$ cat config.mk
export PLATFORM = sky130hd
export DESIGN_NAME = cache_sa
export DESIGN_NICKNAME = d
export VERILOG_FILES = /design/src/rtl/cache_sa.sv
export SDC_FILE = /design/constraint.sdc
export NUM_CORES = 2
export LEC_CHECK = 0
export BUFFER_PORTS_ARGS = -buffer_cell sky130_fd_sc_hd__buf_4
export CAP_MARGIN = 10
export CORE_ASPECT_RATIO = 1.4
export CORE_UTILIZATION = 55
export DETAILED_ROUTE_END_ITERATION = 8
export PLACE_DENSITY_LB_ADDON = 0.25
export SYNTH_ARGS = -nofsm -noshare
export SYNTH_HDL_FRONTEND = slang
export SYNTH_SLANG_ARGS = --single-unit
$ cat constraint.sdc
create_clock -name clk -period 10.37 [get_ports clk]
set_input_delay 0.5185 -clock clk [delete_from_list [all_inputs] [get_ports clk]]
set_output_delay 0.5185 -clock clk [all_outputs]
set_load 0.05 [all_outputs]
$ cat src/rtl/cache_sa.sv
// Set-associative write-back, write-allocate cache with round-robin replacement.
// One request is serviced at a time; misses walk COMPARE -> [WRITEBACK] -> ALLOCATE.
module cache_sa #(
  parameter int ADDR_W      = 30,
  parameter int SETS        = 8,
  parameter int WAYS        = 2,
  parameter int BLOCK_WORDS = 4
) (
  input  logic                                clk,
  input  logic                                proc_reset_n,
  input  logic                                proc_read,
  input  logic                                proc_write,
  input  logic [ADDR_W-1:0]                   proc_addr,
  input  logic [31:0]                         proc_wdata,
  output logic [31:0]                         proc_rdata,
  output logic                                proc_stall,
  output logic                                mem_read,
  output logic                                mem_write,
  output logic [ADDR_W-$clog2(BLOCK_WORDS)-1:0] mem_addr,
  output logic [32*BLOCK_WORDS-1:0]           mem_wdata,
  input  logic [32*BLOCK_WORDS-1:0]           mem_rdata,
  input  logic                                mem_ready
);

  localparam int OFF_W  = $clog2(BLOCK_WORDS);
  localparam int IDX_W  = $clog2(SETS);
  localparam int TAG_W  = ADDR_W - IDX_W - OFF_W;
  localparam int WAY_W  = (WAYS > 1) ? $clog2(WAYS) : 1;
  localparam int LINE_W = 32 * BLOCK_WORDS;

  typedef enum logic [1:0] {COMPARE, WRITEBACK, ALLOCATE} state_t;

  state_t state_q, state_d;

  logic [SETS-1:0][WAYS-1:0] valid_q;
  logic [SETS-1:0][WAYS-1:0] dirty_q;
  logic [WAY_W-1:0]          rr_q [SETS];
  logic [WAY_W-1:0]          victim_q;
  logic [TAG_W-1:0]          tag_q  [SETS][WAYS];
  logic [LINE_W-1:0]         data_q [SETS][WAYS];

  logic [TAG_W-1:0] req_tag;
  logic [IDX_W-1:0] req_idx;
  logic [OFF_W-1:0] req_off;
  logic             enable;
  logic             hit;
  logic [WAY_W-1:0] hit_way;
  logic [LINE_W-1:0] hit_line;
  logic [WAY_W-1:0] victim_sel;
  logic             victim_found;
  logic             write_hit;
  logic             fill;
  logic             miss_latch;

  assign req_tag = proc_addr[ADDR_W-1 -: TAG_W];
  assign req_idx = proc_addr[OFF_W +: IDX_W];
  assign req_off = proc_addr[OFF_W-1:0];
  assign enable  = proc_read ^ proc_write;

  always_comb begin
    hit     = 1'b0;
    hit_way = '0;
    for (int w = 0; w < WAYS; w++) begin
      if (valid_q[req_idx][w] && (tag_q[req_idx][w] == req_tag)) begin
        hit     = 1'b1;
        hit_way = WAY_W'(w);
      end
    end
  end

  assign hit_line   = data_q[req_idx][hit_way];
  assign proc_rdata = hit ? hit_line[{req_off, 5'b0} +: 32] : 32'h0;
  assign proc_stall = enable & ~hit;

  // Prefer an empty way; only evict by round-robin when the set is full.
  always_comb begin
    victim_sel   = rr_q[req_idx];
    victim_found = 1'b0;
    for (int w = 0; w < WAYS; w++) begin
      if (!victim_found && !valid_q[req_idx][w]) begin
        victim_sel   = WAY_W'(w);
        victim_found = 1'b1;
      end
    end
  end

  assign write_hit  = (state_q == COMPARE) && proc_write && !proc_read && hit;
  assign fill       = (state_q == ALLOCATE) && mem_ready;
  assign miss_latch = (state_q == COMPARE) && enable && !hit;

  always_comb begin
    state_d   = state_q;
    mem_read  = 1'b0;
    mem_write = 1'b0;
    mem_addr  = '0;
    mem_wdata = '0;
    case (state_q)
      COMPARE: begin
        if (enable && !hit) begin
          if (valid_q[req_idx][victim_sel] && dirty_q[req_idx][victim_sel])
            state_d = WRITEBACK;
          else
            state_d = ALLOCATE;
        end
      end
      WRITEBACK: begin
        mem_write = 1'b1;
        mem_addr  = {tag_q[req_idx][victim_q], req_idx};
        mem_wdata = data_q[req_idx][victim_q];
        if (mem_ready) state_d = ALLOCATE;
      end
      ALLOCATE: begin
        mem_read = 1'b1;
        mem_addr = proc_addr[ADDR_W-1:OFF_W];
        if (mem_ready) state_d = COMPARE;
      end
      default: state_d = COMPARE;
    endcase
  end

  always_ff @(posedge clk or negedge proc_reset_n) begin
    if (!proc_reset_n) begin
      state_q  <= COMPARE;
      valid_q  <= '0;
      dirty_q  <= '0;
      victim_q <= '0;
      for (int s = 0; s < SETS; s++) rr_q[s] <= '0;
    end else begin
      state_q <= state_d;
      if (miss_latch) victim_q <= victim_sel;
      if (write_hit) dirty_q[req_idx][hit_way] <= 1'b1;
      if (fill) begin
        valid_q[req_idx][victim_q] <= 1'b1;
        dirty_q[req_idx][victim_q] <= 1'b0;
        rr_q[req_idx]              <= WAY_W'((int'(victim_q) + 1) % WAYS);
      end
    end
  end

  // Tag and data storage carry no reset; valid bits gate their use.
  always_ff @(posedge clk) begin
    if (write_hit) data_q[req_idx][hit_way][{req_off, 5'b0} +: 32] <= proc_wdata;
    if (fill) begin
      tag_q[req_idx][victim_q]  <= req_tag;
      data_q[req_idx][victim_q] <= mem_rdata;
    end
  end

endmodule

# ---- Yosys cells after proc, flatten, opt, wreduce, memory -nomap -nowiden
# Memory sizes are Yosys's and may differ from the RTL's.
# Cells that the tools add are included.
dict set report op_classes {
  n_addsub 2
  n_lt_le_gt_ge 13
  n_eq_ne 7
  shift 3
  n_mux 315
  bitwise_logic 266
  reduce_logical 22
}
# op count
set ops {}
lappend ops {{128-bit 2-to-1 mux} 9}
lappend ops {{256-bit 2-to-1 mux} 2}
lappend ops {{1-bit 2-to-1 mux} 274}
lappend ops {{128-bit demux with 1-bit select} 2}
lappend ops {{1-bit OR} 256}
lappend ops {{32-bit by 9-bit variable shift with 128-bit output, first input constant} 1}
lappend ops {{128-bit by 8-bit variable part select with 32-bit output} 1}
lappend ops {{32-bit by 9-bit variable part select with 128-bit output} 1}
lappend ops {{25-bit 2-to-1 mux} 4}
lappend ops {{28-bit case mux with 2 select lines} 1}
lappend ops {{25-bit equality test} 2}
lappend ops {{50-bit 2-to-1 mux} 1}
lappend ops {{16-bit 2-to-1 mux} 2}
lappend ops {{32-bit 2-to-1 mux} 1}
lappend ops {{16-bit OR} 2}
lappend ops {{25-bit demux with 1-bit select} 1}
lappend ops {{1-bit logical AND} 17}
lappend ops {{16-bit AND} 1}
lappend ops {{2-bit 2-to-1 mux} 8}
lappend ops {{16-bit NOT} 1}
lappend ops {{2-bit binary-select mux with 3-bit select} 2}
lappend ops {{2-bit demux with 3-bit select} 2}
lappend ops {{7-bit negation with 9-bit output} 1}
lappend ops {{8-bit bitwise mux} 1}
lappend ops {{25 further kinds} 35}
dict set report word_totals {
  regBits 43
  ramBits 2448
  inputBits 195
  wordCells 656
  n_memories 2
}
# memory depth width read_ports rd_clocked_by_memory_dff write_ports line
set mem_list {}
lappend mem_list {data_q 8 256 1 0 1 40} ;# logic [LINE_W-1:0] data_q [SETS][WAYS];
lappend mem_list {tag_q 8 50 1 0 1 39} ;# logic [TAG_W-1:0] tag_q [SETS][WAYS];

# ---- Longest topological paths before layout
dict set report logic_depth {
  word_depth 14
  mapped_depth 19
  ltp_nobuf 9
}

# ---- Worst setup path after synthesis
# Ideal clock, no wire load.
dict set report synth_path {
  kind {input to output}
  startpoint {input port proc_addr[3]}
  endpoint {output port proc_rdata[9]}
  arrival_time_ps 4861
  required_time_ps 9852
  setup_slack_ps 4991
  stages 13
  n_path_buf 4
  path_cell_list {buf_2 -> clkbuf_1 -> mux4_2 -> mux2i_1 -> xor2_1 -> o2111ai_1 -> nor4_2 -> nand4_1 -> buf_2 -> clkbuf_1 -> nand3_1 -> o21ai_0 -> a2111oi_1}
}
dict set report synth_via {
  elab_chain_len 10
}
# element line
set synth_lines {}
lappend synth_lines {{from (decl)} 13} ;# input logic [ADDR_W-1:0] proc_addr,
lappend synth_lines {{memory read 8 x 50 bit or 2-bit binary-select mux with 3-bit select (tied branches)} -}
lappend synth_lines {{25-bit equality test or 2-bit 2-to-1 mux (tied branches)} 64} ;# if (valid_q[req_idx][w] && (tag_q[req_idx][w] == req_tag)) begin
lappend synth_lines {{1-bit logical AND} 64}
lappend synth_lines {{1-bit 2-to-1 mux} 64}
lappend synth_lines {{1-bit NOT with 2-bit output (not written as such)} 71} ;# assign hit_line = data_q[req_idx][hit_way];
lappend synth_lines {{128-bit 2-to-1 mux (not written as such) (3 in series)} 71}
lappend synth_lines {{128-bit by 8-bit variable part select with 32-bit output} 72} ;# assign proc_rdata = hit ? hit_line[{req_off, 5'b0} +: 32] : 32'h0;
lappend synth_lines {{32-bit 2-to-1 mux *} 72}
lappend synth_lines {{to (decl)} 15} ;# output logic [31:0] proc_rdata,
# Every way passes the cells marked *; elsewhere a longest branch is shown, timed or not. The select of a mux whose other input is x is not followed.

# ---- Final worst setup path
dict set report layout_path {
  startpoint {input port proc_addr[3]}
  endpoint {output port proc_rdata[24]}
}
# The elaborated chain is that of the path after synthesis.

==> results.json <==
{
  "status": "finished with violations",
  "violations": "DRC, capacitance limit, slew limit",
  "p_clk_frac": 0.342,
  "crit_type": "input pin to primary output",
  "critPathCaptureType": "primary output",
  "fin_util": 0.6278,
  "synthFlopType": "edfxtp_1",
  "final_common_cell": "edfxtp_1",
  "rr_worst_depth": 10,
  "synthCells": 6302,
  "crit_buf_inv": 3,
  "startpoint_type": "input pin",
  "drt-vias-per-instance": 7.187,
  "grt.total_usage": 0.3884,
  "cts_root_buffer": "clkbuf_16",
  "portBuffers": 385,
  "start_util": 0.5539,
  "cts_buffers": 218,
  "power.share.sequential": 0.513,
  "max-vdd-ir-drop_uv": 200.8,
  "share_comb_of_total_power": 0.145,
  "whs_ps": 56.25,
  "die_y_microns": 505.5,
  "ys.warnings.count": 0,
  "finalNetCount": 6845,
  "grt_pass1_wl_microns": 487300,
  "cp.depth": 12,
  "antenna_found_initial": 39,
  "clock.fmax_mhz": 137.7,
  "setup_violations": 0,
  "p_sw_mw": 6.373,
  "ant_nets": 0,
  "max_slew_margin": -0.003313,
  "cts_tree": "built",
  "n_fill_cell": 12720,
  "syn_avg_cell_area_sq_um": 15.80,
  "synth_seq_area_share": 0.7489,
  "min_path_cells": 1,
  "place_congestion": 0.9760,
  "finalPower_mw": 23.06,
  "power.internal_mw": 16.68,
  "skew_ps": 61.56,
  "dp.cells": 8817,
  "worstMarginPinSlew_ps": 1496,
  "synth-seq-cells": 2491,
  "syn_area_sq_um": 99590,
  "crit_chain": "buf_6, buf_12, nand2b_1, o22ai_1, o21ai_0, o211ai_1, nor4_1, and4_4, mux2i_1, o22ai_1, a2111oi_2, buf_4",
  "grt_overflow": 0,
  "synthTopCellsByArea": "edfxtp_1 (74%), a22oi_1 (4.6%), nand2_1 (2.1%), mux2i_1 (1.9%), o21ai_0 (1.8%)",
  "clk_pin_slew_worst_paths_ps": 60,
  "hp-class": "input pin to flop",
  "post_cts_buffers": 0,
  "grt_start_max_net_pins": 176,
  "fin_crit_ps": 7262,
  "worstPathArrival_ps": 6740,
  "drtIter0Drc": 12030,
  "detail_route.wl_per_cell_microns": 38.79,
  "drive_above_1_share": 0.1806,
  "rsz0062_at_grt": "false",
  "cts_resized": 0,
  "clk-insertion-delay-late_ps": 910,
  "dp_hpwl_microns": 221700,
  "cts.htree.levels": 4,
  "synth.distinct_cells": 79,
  "power.density_nw_per_um2": 204.3,
  "routed-via-count": 66620,
  "async_reset_ff_frac": 0.01726,
  "first_pass_iters": 9,
  "io_pins": 386,
  "cap_violations": 1,
  "cpPeakStageDelay_ps": 1200,
  "rows": 184,
  "setup_tns_ps": 0,
  "cts-hold-fix-buffers": 16,
  "drt-total-wl_microns": 359500,
  "syn_to_final_growth_pct": 13.34,
  "fin_crit_sh": 0.7003,
  "synth_top_cell_by_area": "edfxtp_1",
  "dieArea_sq_um": 182800,
  "fp.dieW_microns": 361.6,
  "cts_num_sinks": 2491,
  "coreArea_sq_um": 179800,
  "grt_pass1_vias": 61320,
  "yosysTopAreaCellShare": 0.7381,
  "synth-edff-count": 2448,
  "synth_fp_nets": 6505,
  "cp_max_fo": 78,
  "drc": 1,
  "crit_family": "compound AO/OA/AOI/OAI gates",
  "slowest_stage": "a2111oi_2",
  "drv_slew": 1,
  "p_leak_nw": 36.81,
  "cts_buffer_depth": 3,
  "swShare": 0.2764,
  "finalNonFillerCells": 9270,
  "required_ps": 9850,
  "crit_top_cell": "o22ai_1",
  "hold_viol": 0,
  "final_cell_mix": "edfxtp_1 (2448), a22oi_1 (613), nand2_1 (561), buf_4 (546), o21ai_0 (348)",
  "reg2reg_slack_ps": 4960
}
[cell type report]
cell class | instances | area [sq um] | area share
inverter | 22 | 93.84 | 0.0008313
clock inverter | 133 | 1159 | 0.01026
timing repair buffer | 583 | 4567 | 0.04046
multi-input combinational | 3326 | 23680 | 0.2098
tap | 2418 | 3025 | 0.02680
clock buffer | 271 | 5697 | 0.05047
antenna | 26 | 65.06 | 0.0005764
sequential | 2491 | 74590 | 0.6608
[routing by layer]
metal | part of all wire | global-route usage
met1 | 0.32 | 0.4825
met2 | 0.44 | 0.5653
met3 | 0.16 | 0.1440
met4 | 0.084 | 0.2693
met5 | 0.00072 | 0
[flip-flops by register name, indices dropped and copies added (netlist names)]
signal / count
data_q: 2048
dirty_q: 16
rr_q: 8
state_q: 2
tag_q: 400
valid_q: 16
victim_q: 1
[per-stage QoR]
step	worst slack (ps)	instance area, sq um
after floorplan	4991	99590
after global placement	3263	105700
after detailed placement	3370	105700
after CTS	3372	112800
after global routing	3117	112800
final	3108	112900
[synthesized netlist by cell type, types with 8 or more instances]
cell	number
a2111oi_2	15
a211oi_1	90
a21oi_1	89
a221o_1	24
a221oi_1	197
a222oi_1	17
a22o_1	73
a22oi_1	613
and2_1	27
and3_1	89
and4_1	22
buf_1	77
buf_2	62
buf_4	15
buf_6	12
clkbuf_1	296
dfrtp_1	43
edfxtp_1	2448
ha_1	8
inv_1	22
mux2_2	141
mux2i_1	189
mux4_2	68
nand2_1	562
nand2b_1	20
nand3_1	49
nand4_1	84
nor2_1	284
nor2b_1	26
nor3_1	32
nor4_1	15
o211ai_1	15
o21a_1	10
o21ai_0	350
o22ai_1	36
o31ai_1	8
or2_2	10
or3_1	20
xnor2_1	12
xor2_1	26
[worst paths after layout]
check                                           end                   start
setup / recovery                     proc_rdata[24]            proc_addr[3]
hold / removal               tag_q[3][32]$_DFFE_PP_           proc_addr[12]
setup reg to reg           data_q[2][228]$_DFFE_PP_  tag_q[4][16]$_DFFE_PP_
hold reg to reg              valid_q[8]$_DFFE_PN0P_  valid_q[8]$_DFFE_PN0P_
max in group asynchronous      victim_q$_DFFE_PN0P_            proc_reset_n
min in group asynchronous    valid_q[5]$_DFFE_PN0P_            proc_reset_n
[power by group through the flow]
stage	logic (mW)	clock network (mW)	registers [mW]
final	3.34	7.89	11.8
after global routing	3.39	8.23	11.8
after CTS	3.19	7.88	11.8
after detailed placement	3.18	0	12.0
after global placement	3.12	0	12.0
after floorplan	1.75	0	12.0
[cells by family (layout without fill, tap and decap cells)]
family                   Yosys count  count (layout)  share of synthesized area
flip-flops                      2491            2491                     0.7489
AO/OA/AOI/OAI                   1617            1617                     0.1172
AND/OR/NAND/NOR                 1258            1258                    0.05777
buffers and inverters            485            1009                    0.02064
multiplexers                     405             405                    0.05111
XOR/XNOR                          38              38                   0.003342
adder cells (fa/ha/maj)            8               8                   0.001005
other                              0              26                          0
No activity file was read; power rests on OpenSTA's default activity.
